$ cat config.mk
export PLATFORM = sky130hd
export DESIGN_NAME = draw_menu_char
export DESIGN_NICKNAME = d
export VERILOG_FILES = /design/src/rtl/draw_menu_char.sv
export SDC_FILE = /design/constraint.sdc
export NUM_CORES = 1
export LEC_CHECK = 0
export BUFFER_PORTS_ARGS = -buffer_cell sky130_fd_sc_hd__buf_2
export CORE_MARGIN = 2
export CORE_UTILIZATION = 57
export CTS_CLUSTER_DIAMETER = 100
export DETAILED_ROUTE_END_ITERATION = 10
export GPL_TIMING_DRIVEN = 0
export PLACE_DENSITY_LB_ADDON = 0.05
export SETUP_SLACK_MARGIN = 0.3
export SYNTH_ARGS = -nofsm -noshare
export SYNTH_HDL_FRONTEND = slang
export SYNTH_SLANG_ARGS = --single-unit
$ cat constraint.sdc
create_clock -name clk -period 11.8 [get_ports clk]
set_clock_uncertainty 0.05 [all_clocks]
set_input_delay 0.59 -clock clk [delete_from_list [all_inputs] [get_ports clk]]
set_output_delay 0.59 -clock clk [all_outputs]
set_load 0.01 [all_outputs]
$ cat src/rtl/draw_menu_char.sv
// Menu text overlay: a 16x16-character window of 8x16 glyphs merged into the VGA stream.
// Four-stage pipeline that lines up with the 1-cycle text ROM and the 1-cycle font ROM.
module draw_menu_char #(
  parameter int          X_POS      = 100,
  parameter int          Y_POS      = 200,
  parameter logic [11:0] TEXT_COLOR = 12'hFFF
) (
  input  logic        clk,
  input  logic        rst,
  input  logic [10:0] hcount_in,
  input  logic [10:0] vcount_in,
  input  logic        hsync_in,
  input  logic        vsync_in,
  input  logic        hblnk_in,
  input  logic        vblnk_in,
  input  logic [11:0] rgb_in,
  input  logic [7:0]  char_pixels,
  output logic [7:0]  char_xy,
  output logic [3:0]  char_line,
  output logic [10:0] hcount_out,
  output logic [10:0] vcount_out,
  output logic        hsync_out,
  output logic        vsync_out,
  output logic        hblnk_out,
  output logic        vblnk_out,
  output logic [11:0] rgb_out
);

  localparam logic [11:0] X_LO = 12'(X_POS);
  localparam logic [11:0] X_HI = 12'(X_POS + 128);
  localparam logic [11:0] Y_LO = 12'(Y_POS);
  localparam logic [11:0] Y_HI = 12'(Y_POS + 256);

  typedef struct packed {
    logic [10:0] hcount;
    logic [10:0] vcount;
    logic        hsync;
    logic        vsync;
    logic        hblnk;
    logic        vblnk;
  } timing_t;

  logic       in_region;
  logic [6:0] rel_x;
  logic [7:0] rel_y;

  // The region test uses full-width unsigned bounds, so the coordinates to the left of or above the
  // window cannot wrap into it. The offsets only need their low bits, and those low bits do not
  // depend on the high bits of the operands.
  // NOTE: every signal assigned in always_comb gets a value on every path, so no latch is inferred.
  always_comb begin
    in_region = ({1'b0, hcount_in} >= X_LO) && ({1'b0, hcount_in} < X_HI) &&
                ({1'b0, vcount_in} >= Y_LO) && ({1'b0, vcount_in} < Y_HI);
    rel_x     = hcount_in[6:0] - X_LO[6:0];
    rel_y     = vcount_in[7:0] - Y_LO[7:0];
  end

  timing_t    tim_in, tim_s1, tim_s2, tim_s3, tim_out;
  logic       in_s1, in_s2, in_s3;
  logic [2:0] xoff_s1, xoff_s2, xoff_s3;
  logic [3:0] line_s1;
  logic [11:0] rgb_s1, rgb_s2, rgb_s3;
  logic       glyph_bit;

  assign tim_in    = {hcount_in, vcount_in, hsync_in, vsync_in, hblnk_in, vblnk_in};
  assign glyph_bit = char_pixels[3'd7 - xoff_s3];

  // NOTE: pipeline state uses non-blocking assignments, so each stage samples the value its
  // predecessor held before the edge.
  always_ff @(posedge clk or posedge rst) begin
    if (rst) begin
      tim_s1    <= '0;
      tim_s2    <= '0;
      tim_s3    <= '0;
      tim_out   <= '0;
      in_s1     <= 1'b0;
      in_s2     <= 1'b0;
      in_s3     <= 1'b0;
      xoff_s1   <= '0;
      xoff_s2   <= '0;
      xoff_s3   <= '0;
      line_s1   <= '0;
      rgb_s1    <= '0;
      rgb_s2    <= '0;
      rgb_s3    <= '0;
      char_xy   <= '0;
      char_line <= '0;
      rgb_out   <= '0;
    end else begin
      tim_s1    <= tim_in;
      in_s1     <= in_region;
      xoff_s1   <= in_region ? rel_x[2:0] : 3'd0;
      line_s1   <= in_region ? rel_y[3:0] : 4'd0;
      char_xy   <= in_region ? {rel_y[7:4], rel_x[6:3]} : 8'h00;
      rgb_s1    <= rgb_in;

      // char_line is held back one cycle so that it reaches the font ROM together with char_code.
      tim_s2    <= tim_s1;
      in_s2     <= in_s1;
      xoff_s2   <= xoff_s1;
      char_line <= line_s1;
      rgb_s2    <= rgb_s1;

      tim_s3    <= tim_s2;
      in_s3     <= in_s2;
      xoff_s3   <= xoff_s2;
      rgb_s3    <= rgb_s2;

      tim_out   <= tim_s3;
      rgb_out   <= (in_s3 && glyph_bit) ? TEXT_COLOR : rgb_s3;
    end
  end

  assign hcount_out = tim_out.hcount;
  assign vcount_out = tim_out.vcount;
  assign hsync_out  = tim_out.hsync;
  assign vsync_out  = tim_out.vsync;
  assign hblnk_out  = tim_out.hblnk;
  assign vblnk_out  = tim_out.vblnk;

endmodule

==> summary.txt, run 1 <==
Logic synthesis
  • Mapped Avg Cell Area: 19.4 µm²
  • Yosys warns: 0
  • Top FF cell, synth: dfrtp_1
  • Post-synth ARST share: 1.00
  • Synth Cell Area: 5030 µm²
  • Synth Register Bits: 180
  • Seq/Total Area, Yosys: 0.896
  • Number of synthesized flops with an enable pin: 0
  • Yosys cell types: 28
  • Post-Syn Instances: 259
  • Syn Nets: 310

Job
  • Max-cap viol count: 0

Timing
  • Worst Tran Pin Value: 0.520 ns
  • Setup TNS: 0 ns
  • Final setup vio count: 0
  • Final Hold Slack: 0.0543 ns
  • Max transition margin: 0.653
  • Min cycle time layout: 1.74 ns
  • Post-route clock period utilization: 0.147
  • Final slew viol count: 0
  • RSZ-0062 raised after global routing: no
  • Final Hold Vio Count: 0
  • Fmax: 0.576 GHz

Critical path
  • Critical path, cell by cell: mux4_2 > nand2b_1 > o211ai_1 > buf_2 > nand2b_1
  • Worst EP arrival: 2.08 ns
  • CP most frequent cell: nand2b_1
  • Crit end category: flop
  • Critical-path top delay cell: mux4_2
  • Reg2reg start: xoff_s3[1]$_DFF_PP0_
  • CP Class: flop to flop
  • R2r setup slk: 10.06 ns
  • Worst r2r path cells: 5
  • Delay of the slowest critical-path stage: 0.51 ns
  • Startpoint Class: flop
  • Max FO, Critical Path: 10
  • CP required: 12.15 ns
  • Crit Reg-Reg Endpoint: rgb_out[4]$_DFF_PP0_

Finish
  • Most frequent cells in the layout: 180 x dfrtp_1, 98 x buf_2, 16 x clkbuf_16
  • Post-route design area: 6250 µm²
  • Multi-input gate area: 479 µm²
  • Layout cells sized above 1: 0.365
  • Antenna diode count: 0
  • P&R area growth vs syn: 24.3%
  • Filler cells: 552
  • Fin util: 0.724
  • Register Area: 4500 µm²
  • Commonest non-fill, non-tap cell in the layout: dfrtp_1
  • # nets final: 427

Min path
  • Hold crit path type: input pin to async pin

Floorplanning
  • Die area: 9590 µm²
  • Core Region: 8640 µm²
  • # IOs: 98
  • Die width: 97.9 µm
  • Initial Utilization: 0.582
  • Row cnt: 34
  • Die H: 97.9 µm

Routing
  • DR vias/cell: 4.63
  • Antenna viol nets, final: 0
  • Drt wl/cell: 14.4 µm
  • Starting DRC count in detailed routing: 70
  • Vias: 2,302
  • 1st-pass router iterations: 4
  • Final WL: 7160 µm
  • Residual DRC: 0

Power
  • Power Density: 195 nW/µm²
  • Worst VDD drop: 0.101 mV
  • Leak: 3.06 nW

Clocking
  • CTS tree: built
  • TritonCTS Buffers: 17
  • H-Tree Depth: 4
  • Root Driver: clkbuf_8
  • # clock sinks: 180
  • Setup Fix Bufs, Post-CTS: 0
  • Bufs on Longest Clock Path: 2
  • Clk Latency, worst-skew pair: 0.51 ns
  • CTS-repair resized insts: 0
  • Clock-pin slew on the worst setup and hold paths: 0.07 ns
  • CTS Hold Bufs: 0

Global routing
  • Initial antenna violation count: 0
  • Global-route wire length before repair: 12,000 µm
  • Total grt overflow: 0
  • Pin count of the biggest net entering global routing: 117
  • All-layer global routing usage: 0.168
  • Vias in the first global route: 2,437

Place
  • Placement Cell Area: 5690 µm²
  • IO buf count: 97
  • DP Wirelength: 4390 µm
  • Final GP Congestion: 0.803

Outcome
  • Outcome: complete, no violations
-- power breakdown --
part / switching (mW) / leakage, nW / internal (mW)
clock network: 0.226 / 0.280 / 0.296
registers: 0.00647 / 2.16 / 0.644
logic: 0.0284 / 0.617 / 0.0166
total: 0.261 / 3.06 / 0.956
-- worst max-delay path, delay by kind of cell, from the launching register on --
family	cells	cell delay (ns)
muxes	1	0.51
buffers and inverters	1	0.28
AOI/OAI and AO/OA	1	0.15
and+or+nand+nor	2	0.24
DFF	1	0.39
-- stage by stage --
step | std cells | worst slack [ns] | total power [mW]
finish | 497 | 10.06 | 1.22
detailed placement | 465 | 9.52 | 0.708
floorplan | 259 | 6.27 | 0.683
global placement | 464 | 4.84 | 0.705
global route | 497 | 9.96 | 1.27
CTS | 497 | 10.04 | 1.23
-- cell usage after synthesis, drive strengths merged, types with 2 or more instances --
master	count	area share
nor3	12	0.015
or3b	2	0.0035
nor2	8	0.0060
nand2	5	0.0042
o21ai	2	0.0020
inv	7	0.0052
nor2b	2	0.0025
dfrtp	180	0.90
xor2	2	0.0035
nand2b	14	0.017
nand3	5	0.0050
xnor2	4	0.0070
buf	2	0.0032
ha	3	0.0075
-- how the worst max path moves through the flow --
stage	startpoint	endpoint	slack [ns]	depth (start not counted)
6_report	xoff_s3[1]$_DFF_PP0_	rgb_out[4]$_DFF_PP0_	10.06	5
2_1_floorplan	rst	char_line[0]$_DFF_PP0_	6.27	1
5_1_grt	xoff_s3[1]$_DFF_PP0_	rgb_out[4]$_DFF_PP0_	9.96	5
4_1_cts	xoff_s3[1]$_DFF_PP0_	rgb_out[4]$_DFF_PP0_	10.04	5
3_3_place_gp	rst	tim_s1[18]$_DFF_PP0_	4.84	2
3_5_place_dp	hcount_in[3]	xoff_s1[0]$_DFF_PP0_	9.52	8
-- cells by family after synthesis --
| group | count (synthesis) | share of synthesized area |
|---|---|---|
| xor+xnor | 6 | 0.0104 |
| fa+ha+maj | 3 | 0.00746 |
| flops | 180 | 0.896 |
| simple gates | 50 | 0.0580 |
| mux | 3 | 0.00871 |
| compound gates | 7 | 0.0107 |
| buf+inv | 10 | 0.00920 |
-- registers in the layout (all words and copies together), names as in the netlist, 3 cells and up --
signal / flops
hcount_out: 11
char_line: 4
xoff_s3: 3
rgb_s1: 12
char_xy: 8
xoff_s1: 3
vcount_out: 11
tim_s1: 26
rgb_s2: 12
xoff_s2: 3
line_s1: 4
rgb_out: 12
tim_s3: 26
rgb_s3: 12
tim_s2: 26
-- per-layer routing --
metal	GRT usage	vias to the layer above	part of all wire
li1	-	1064	-
met1	0.226	1145	0.44
met2	0.250	81	0.48
met3	0.0480	12	0.061
met4	0.0994	0	0.021
met5	0	-	0
-- area by class of cell --
| class | count | share of cell area |
|---|---|---|
| flip-flops and latches | 180 | 0.720 |
| clock buffers | 20 | 0.0712 |
| multi-input cells | 69 | 0.0766 |
| inverters | 7 | 0.00540 |
| repair buffers | 98 | 0.0820 |
| clock inverters | 12 | 0.0196 |
| plain buffers | 3 | 0.00320 |
| well taps | 108 | 0.0216 |
Note: power is estimated with default switching activity, not from simulation.
==> run 2, diff against run 1 <==
Settings changed: CORE_UTILIZATION 57 to 53.
Clock period 11.8 ns to 1.8 ns, I/O delays scaled along.
==> run 2 against run 1 <==
Against the previous run: the run now ends with hold timing left; combinational power grew to 8.7 times the previous value; non-clock buffer count is 50 higher; cell count is 14% higher; first-iteration DRC count is 10% higher; design area is 8.6% higher; global-route usage is 0.16 points higher; critical path depth stayed put; total power grew to 6.6 times the previous value; maximum frequency is 7.8% higher; register-to-register slack worse by 9.9 ns; sequential power grew to 6.6 times the previous value; sequential share of layout area is 5.7 points lower; largest cell class unchanged.
==> summary.txt, run 2 (same netlist as run 1, synthesis figures left out) <==
Outcome
  • Outcome: finished, violations left
  • Failing checks: hold timing

Clocking
  • H-Tree Depth: 4 (unchanged)
  • Clock-pin slew on the worst setup and hold paths: 0.07 ns (about the same)
  • Clk Latency, worst-skew pair: 0.51 ns (about the same)
  • CTS Hold Bufs: 44 (+44)
  • Bufs on Longest Clock Path: 2 (unchanged)
  • TritonCTS Buffers: 17 (unchanged)
  • # clock sinks: 180 (unchanged)
  • CTS tree: built
  • Root Driver: clkbuf_8

Finish
  • Top Registers: tim_s1: 26 flops, tim_s2: 26 flops, tim_s3: 26 flops
  • Most frequent cells in the layout: 180 x dfrtp_1, 98 x buf_2, 44 x dlygate4sd3_1
  • Final cell count without fillers: 568 (+14%)
  • Layout cells sized above 1: 0.339 (-0.0256)
  • Antenna diode count: 0 (unchanged)
  • P&R area growth vs syn: 35.1%
  • Commonest non-fill, non-tap cell in the layout: dfrtp_1
  • # nets final: 477 (+12%)

Floorplanning
  • Die H: 101 µm (+3.6%)
  • Initial Utilization: 0.544 (-0.0381)
  • Die width: 101 µm (+3.6%)
  • Core Region: 9240 µm² (+7.0%)
  • Row cnt: 35 (+2.9%)
  • Die area: 10,300 µm² (+7.2%)
  • # IOs: 98 (unchanged)

Routing
  • DR vias/cell: 4.42 (-4.6%)
  • Residual DRC: 0 (unchanged)
  • 1st-pass router iterations: 4 (unchanged)
  • Vias: 2,511 (+9.1%)
  • Final WL: 7770 µm (+8.5%)
  • Antenna viol nets, final: 0 (unchanged)
  • Starting DRC count in detailed routing: 77 (+10%)
  • Drt wl/cell: 13.7 µm (-5.0%)

Critical path
  • Reg2reg start: xoff_s3[1]$_DFF_PP0_
  • Crit end category: flop
  • CP startpoint: xoff_s3[1]$_DFF_PP0_
  • Max FO, Critical Path: 5 (-5)
  • Critical-path top delay cell: mux4_2
  • Startpoint Class: flop
  • CP required: 2.15 ns (-10.00 ns)
  • Critical path, cell by cell: mux4_2 > nand2b_4 > o211ai_1 > buf_2 > nand2b_1
  • Worst EP arrival: 1.96 ns (-0.12 ns)
  • Delay of the slowest critical-path stage: 0.51 ns (about the same)
  • CP Class: flop to flop

Timing
  • Max transition margin: 0.517 (-0.136)
  • Final Hold Slack: -0.0259 ns (-0.0801 ns)
  • Final slew viol count: 0 (unchanged)
  • Final Hold Vio Count: 1 (+1)
  • Final setup vio count: 0 (unchanged)
  • Min cycle time layout: 1.61 ns (-0.125 ns)
  • Fmax: 0.620 GHz (+7.8%)
  • RSZ-0062 raised after global routing: yes
  • Post-route clock period utilization: 0.896 (+0.749)
  • Worst Tran Pin Value: 0.722 ns (+0.202 ns)

Power
  • Switching part of the total: 0.225 (+0.0104)
  • Switching Power: 1.80 mW (+590%)
  • Internal power: 6.20 mW (+550%)
  • Sequential share of power: 0.533 (about the same)
  • Total power: 8.00 mW (+560%)
  • Leak: 3.28 nW (+7.2%)
  • Clk pwr share: 0.418 (-0.011)
  • Combinational group share of total power: 0.049 (+0.012)
  • Power Density: 1180 nW/µm² (+500%)
  • Worst VDD drop: 0.739 mV (+630%)

Min path
  • Hold crit path type: input pin to flop
  • Hold_sp: hcount_in[10]

Global routing
  • Global-route wire length before repair: 12,800 µm (+6.4%)
  • Initial antenna violation count: 0 (unchanged)
  • Total grt overflow: 0 (unchanged)
  • Vias in the first global route: 2,639 (+8.3%)
  • All-layer global routing usage: 0.170 (+0.00165)
  • Pin count of the biggest net entering global routing: 45 (-62%)

Job
  • Max-cap viol count: 0 (unchanged)

Place
  • IO buf count: 97 (unchanged)
  • Final GP Congestion: 0.746 (-7.1%)
  • DP Cell Count: 489 (+5.2%)
  • DP Wirelength: 4670 µm (+6.5%)
## run 2: metal layers
metal	track usage	wire length [µm]
met3	0.0683	443
met1	0.220	3400
met5	0	0
met2	0.259	3820
met4	0.0728	114
## run 2: power groups by stage
stage	clock network, mW	logic (mW)	registers (mW)
floorplan	0	0.121	4.36
global placement	0	0.289	4.33
detailed placement	0	0.317	4.34
CTS	3.43	0.393	4.26
global route	3.61	0.438	4.28
finish	3.34	0.390	4.26
## run 2: worst max-delay path: cells and delay by family (launching register included)
kind | cells | cell delay, ns
AND/OR/NAND/NOR | 2 | 0.21
AO/OA/AOI/OAI | 1 | 0.13
flip-flops | 1 | 0.39
multiplexers | 1 | 0.51
buffers and inverters | 1 | 0.22
## run 2: final timing paths
path                       cells past startpoint  slack, ns              endpoint
hold reg to reg                                0       0.29   rgb_s2[1]$_DFF_PP0_
setup / recovery                               5       0.19  rgb_out[3]$_DFF_PP0_
hold / removal                                 5      -0.03  char_xy[2]$_DFF_PP0_
setup reg to reg                               5       0.19  rgb_out[3]$_DFF_PP0_
min in group asynchronous                      3       0.20   tim_s3[0]$_DFF_PP0_
max in group asynchronous                      5       0.58   tim_s3[5]$_DFF_PP0_
## run 2: per-stage QoR
stage / utilization / instance area (µm²) / setup WS [ns] / TNS (ns)
finish: 0.735 / 6790 / 0.188 / 0
global route: 0.735 / 6790 / 0.0876 / 0
CTS: 0.733 / 6770 / 0.112 / 0
detailed placement: 0.624 / 5760 / 0.0283 / 0
global placement: 0.615 / 5680 / -1.47 / -263.76
floorplan: - / 5040 / -0.649 / -116.75
## run 2: repair_timing
item	in CTS	in global routing
endpoints found under the setup margin	12	19
pin swaps	1	1
setup buffers	1	1
endpoints found under the hold margin	85	1
resized for setup	2	2
gates cloned	1	0
## run 2: area by class of cell
| type | instances | area, µm² |
|---|---|---|
| Sequential cell | 180 | 4500 |
| Fill cell | 609 | 2450 |
| Timing Repair Buffer | 148 | 1030 |
| Multi-Input combinational cell | 69 | 503 |
| Clock buffer | 20 | 435 |
| Tap cell | 129 | 161 |
| Clock inverter | 12 | 111 |
| Inverter | 7 | 30.0 |
| Buffer | 3 | 22.5 |
==> run 3, diff against run 2 <==
Settings changed: CELL_PAD_IN_SITES_DETAIL_PLACEMENT set to 0, CELL_PAD_IN_SITES_GLOBAL_PLACEMENT set to 1, CORE_UTILIZATION 53 to 45.
==> run 3 against run 2 <==
Against the previous run: the flow now finishes without violations; cell count up 2.1%; first-iteration DRC count is 62% higher; sequential share of layout area down 0.39 points; via count fell by 1.4%; maximum frequency decreased by 2.4%; sequential power hardly changed; critical path type unchanged; largest power group unchanged.
==> summary.txt, run 3 (same netlist as run 1, synthesis figures left out) <==
Outcome
  • Outcome: complete, no violations

Place
  • DP Worst Slack: 0.0233 ns (-0.00500 ns)
  • DP Cell Count: 500 (+2.2%)
  • Final GP Congestion: 0.684 (-8.3%)
  • IO buf count: 97 (unchanged)
  • DP Wirelength: 4850 µm (+3.8%)
  • Placement Cell Area: 5780 µm² (+0.24%)

Timing
  • Final Hold Vio Count: 0 (-1)
  • Max transition margin: 0.589 (+0.0717)
  • Final slew viol count: 0 (unchanged)
  • RSZ-0062 raised after global routing: yes
  • Final worst slack: 0.148 ns (-0.0391 ns)
  • Final Hold Slack: 0.00871 ns (+0.0346 ns)
  • Fmax: 0.605 GHz (-2.4%)
  • Setup TNS: 0 ns (unchanged)
  • Min cycle time layout: 1.65 ns (+0.0391 ns)
  • Post-route clock period utilization: 0.918 (+0.0217)
  • Worst Tran Pin Value: 0.613 ns (-0.109 ns)
  • Final setup vio count: 0 (unchanged)

Critical path
  • Crit Reg-Reg Endpoint: rgb_out[8]$_DFF_PP0_
  • R2r setup slk: 0.15 ns (-0.04 ns)
  • End point of the critical path: rgb_out[8]$_DFF_PP0_
  • Worst r2r path cells: 5 (unchanged)
  • Reg2reg start: xoff_s3[1]$_DFF_PP0_
  • Startpoint Class: flop
  • CP startpoint: xoff_s3[1]$_DFF_PP0_
  • CP required: 2.15 ns (about the same)
  • Max FO, Critical Path: 5 (unchanged)
  • CP Class: flop to flop
  • Crit end category: flop
  • Worst EP arrival: 2.01 ns (+0.05 ns)

Routing
  • Residual DRC: 0 (unchanged)
  • Final WL: 7740 µm (-0.36%)
  • Starting DRC count in detailed routing: 125 (+62%)
  • Vias: 2,475 (-1.4%)
  • Drt wl/cell: 13.4 µm (-2.4%)
  • 1st-pass router iterations: 3 (-1)
  • DR vias/cell: 4.27 (-3.5%)
  • Antenna viol nets, final: 0 (unchanged)

Clocking
  • H-Tree Depth: 4 (unchanged)
  • Clock-pin slew on the worst setup and hold paths: 0.07 ns (about the same)
  • TritonCTS Buffers: 17 (unchanged)
  • # clock sinks: 180 (unchanged)
  • Bufs on Longest Clock Path: 2 (unchanged)
  • Root Driver: clkbuf_8
  • Clk Latency, worst-skew pair: 0.52 ns (about the same)
  • CTS tree: built

Floorplanning
  • Die H: 110 µm (+8.2%)
  • Die width: 110 µm (+8.2%)
  • Die area: 12,000 µm² (+17%)
  • # IOs: 98 (unchanged)
  • Core Region: 10,900 µm² (+18%)
  • Row cnt: 38 (+8.6%)
  • Initial Utilization: 0.462 (-0.0824)

Finish
  • Post-route design area: 6830 µm² (+0.59%)
  • Commonest non-fill, non-tap cell in the layout: dfrtp_1
  • Antenna diode count: 0 (unchanged)
  • Top Registers: tim_s1: 26 flops, tim_s2: 26 flops, tim_s3: 26 flops
  • P&R area growth vs syn: 35.9%
  • # nets final: 478 (+0.21%)
  • Fin util: 0.628 (-0.108)
  • Most frequent cells in the layout: 180 x dfrtp_1, 97 x buf_2, 43 x dlygate4sd3_1
  • Layout cells sized above 1: 0.350 (+0.0106)
  • Final cell count without fillers: 580 (+2.1%)

Job
  • Max-cap viol count: 0 (unchanged)

Min path
  • Hold crit path type: input pin to flop
  • Hold_sp: hcount_in[10]

Global routing
  • Pin count of the biggest net entering global routing: 46 (+2.2%)
  • All-layer global routing usage: 0.145 (-0.0245)
  • Total grt overflow: 0 (unchanged)
  • Vias in the first global route: 2,628 (-0.42%)
  • Initial antenna violation count: 0 (unchanged)
  • Global-route wire length before repair: 12,600 µm (-1.0%)

Power
  • Leak: 3.29 nW (+0.25%)
  • Worst VDD drop: 0.514 mV (-30%)
  • Power Density: 1170 nW/µm² (-0.23%)
  • Total power: 8.03 mW (+0.36%)
-- run 3: cell types whose count changed in the layout (fill, tap and decap cells not counted), sizes merged --
cell	previous run	this run
clkbuf	21	20
clkinv	3	4
clkinvlp	2	5
dlygate4sd3	44	43
dlymetal6s4s	0	1
inv	14	12
-- run 3: where the power goes --
part,switching [mW],total (mW),internal (mW)
Clock,1.55,3.37,1.82
Combinational,0.206,0.392,0.187
Sequential,0.0403,4.26,4.22
Total,1.80,8.03,6.23
-- run 3: area by class of cell --
| type | instances | area, µm² |
|---|---|---|
| plain buffers | 3 | 23.8 |
| clock buffers | 19 | 442 |
| clock inverters | 13 | 118 |
| fillers | 844 | 4050 |
| inverters | 7 | 30.0 |
| multi-input cells | 69 | 505 |
| flip-flops and latches | 180 | 4500 |
| well taps | 140 | 175 |
| repair buffers | 148 | 1030 |
| repair inverters | 1 | 5.00 |
-- run 3: what timing repair did --
action                     in CTS  in global routing
gates cloned                    1                  1
hold endpoints to repair      120                  3
buffers inserted                2                  0
setup endpoints to repair      10                101
hold buffers                   42                  3
gates resized for setup         3                  7
pin swaps                       0                  1
-- run 3: how the worst min path moves through the flow --
stage	to	cells past startpoint	slack [ns]
after floorplan	rgb_s1[0]$_DFF_PP0_	0	0.07
final	char_xy[2]$_DFF_PP0_	5	0.009
after global routing	char_xy[2]$_DFF_PP0_	5	0.02
after CTS	char_xy[2]$_DFF_PP0_	5	0.03
after global placement	rgb_s1[4]$_DFF_PP0_	1	0.15
after detailed placement	hsync_out$_DFF_PP0_	2	0.14
-- run 3: metal layers --
metal / track usage / routed length, µm / vias to the layer above / share of wire
met5: 0 / 0 / - / 0
met4: 0.0705 / 156 / 0 / 0.020
met3: 0.0551 / 435 / 16 / 0.056
met2: 0.224 / 3760 / 69 / 0.49
met1: 0.182 / 3390 / 1222 / 0.44
li1: - / - / 1168 / -
-- run 3: worst max-delay path: stages (launching register included) --
cell and delay, ns:
dfrtp_1 0.38, mux4_2 0.51, nand2b_4 0.15, o211ai_1 0.17, buf_4 0.22, nand2b_1 0.07
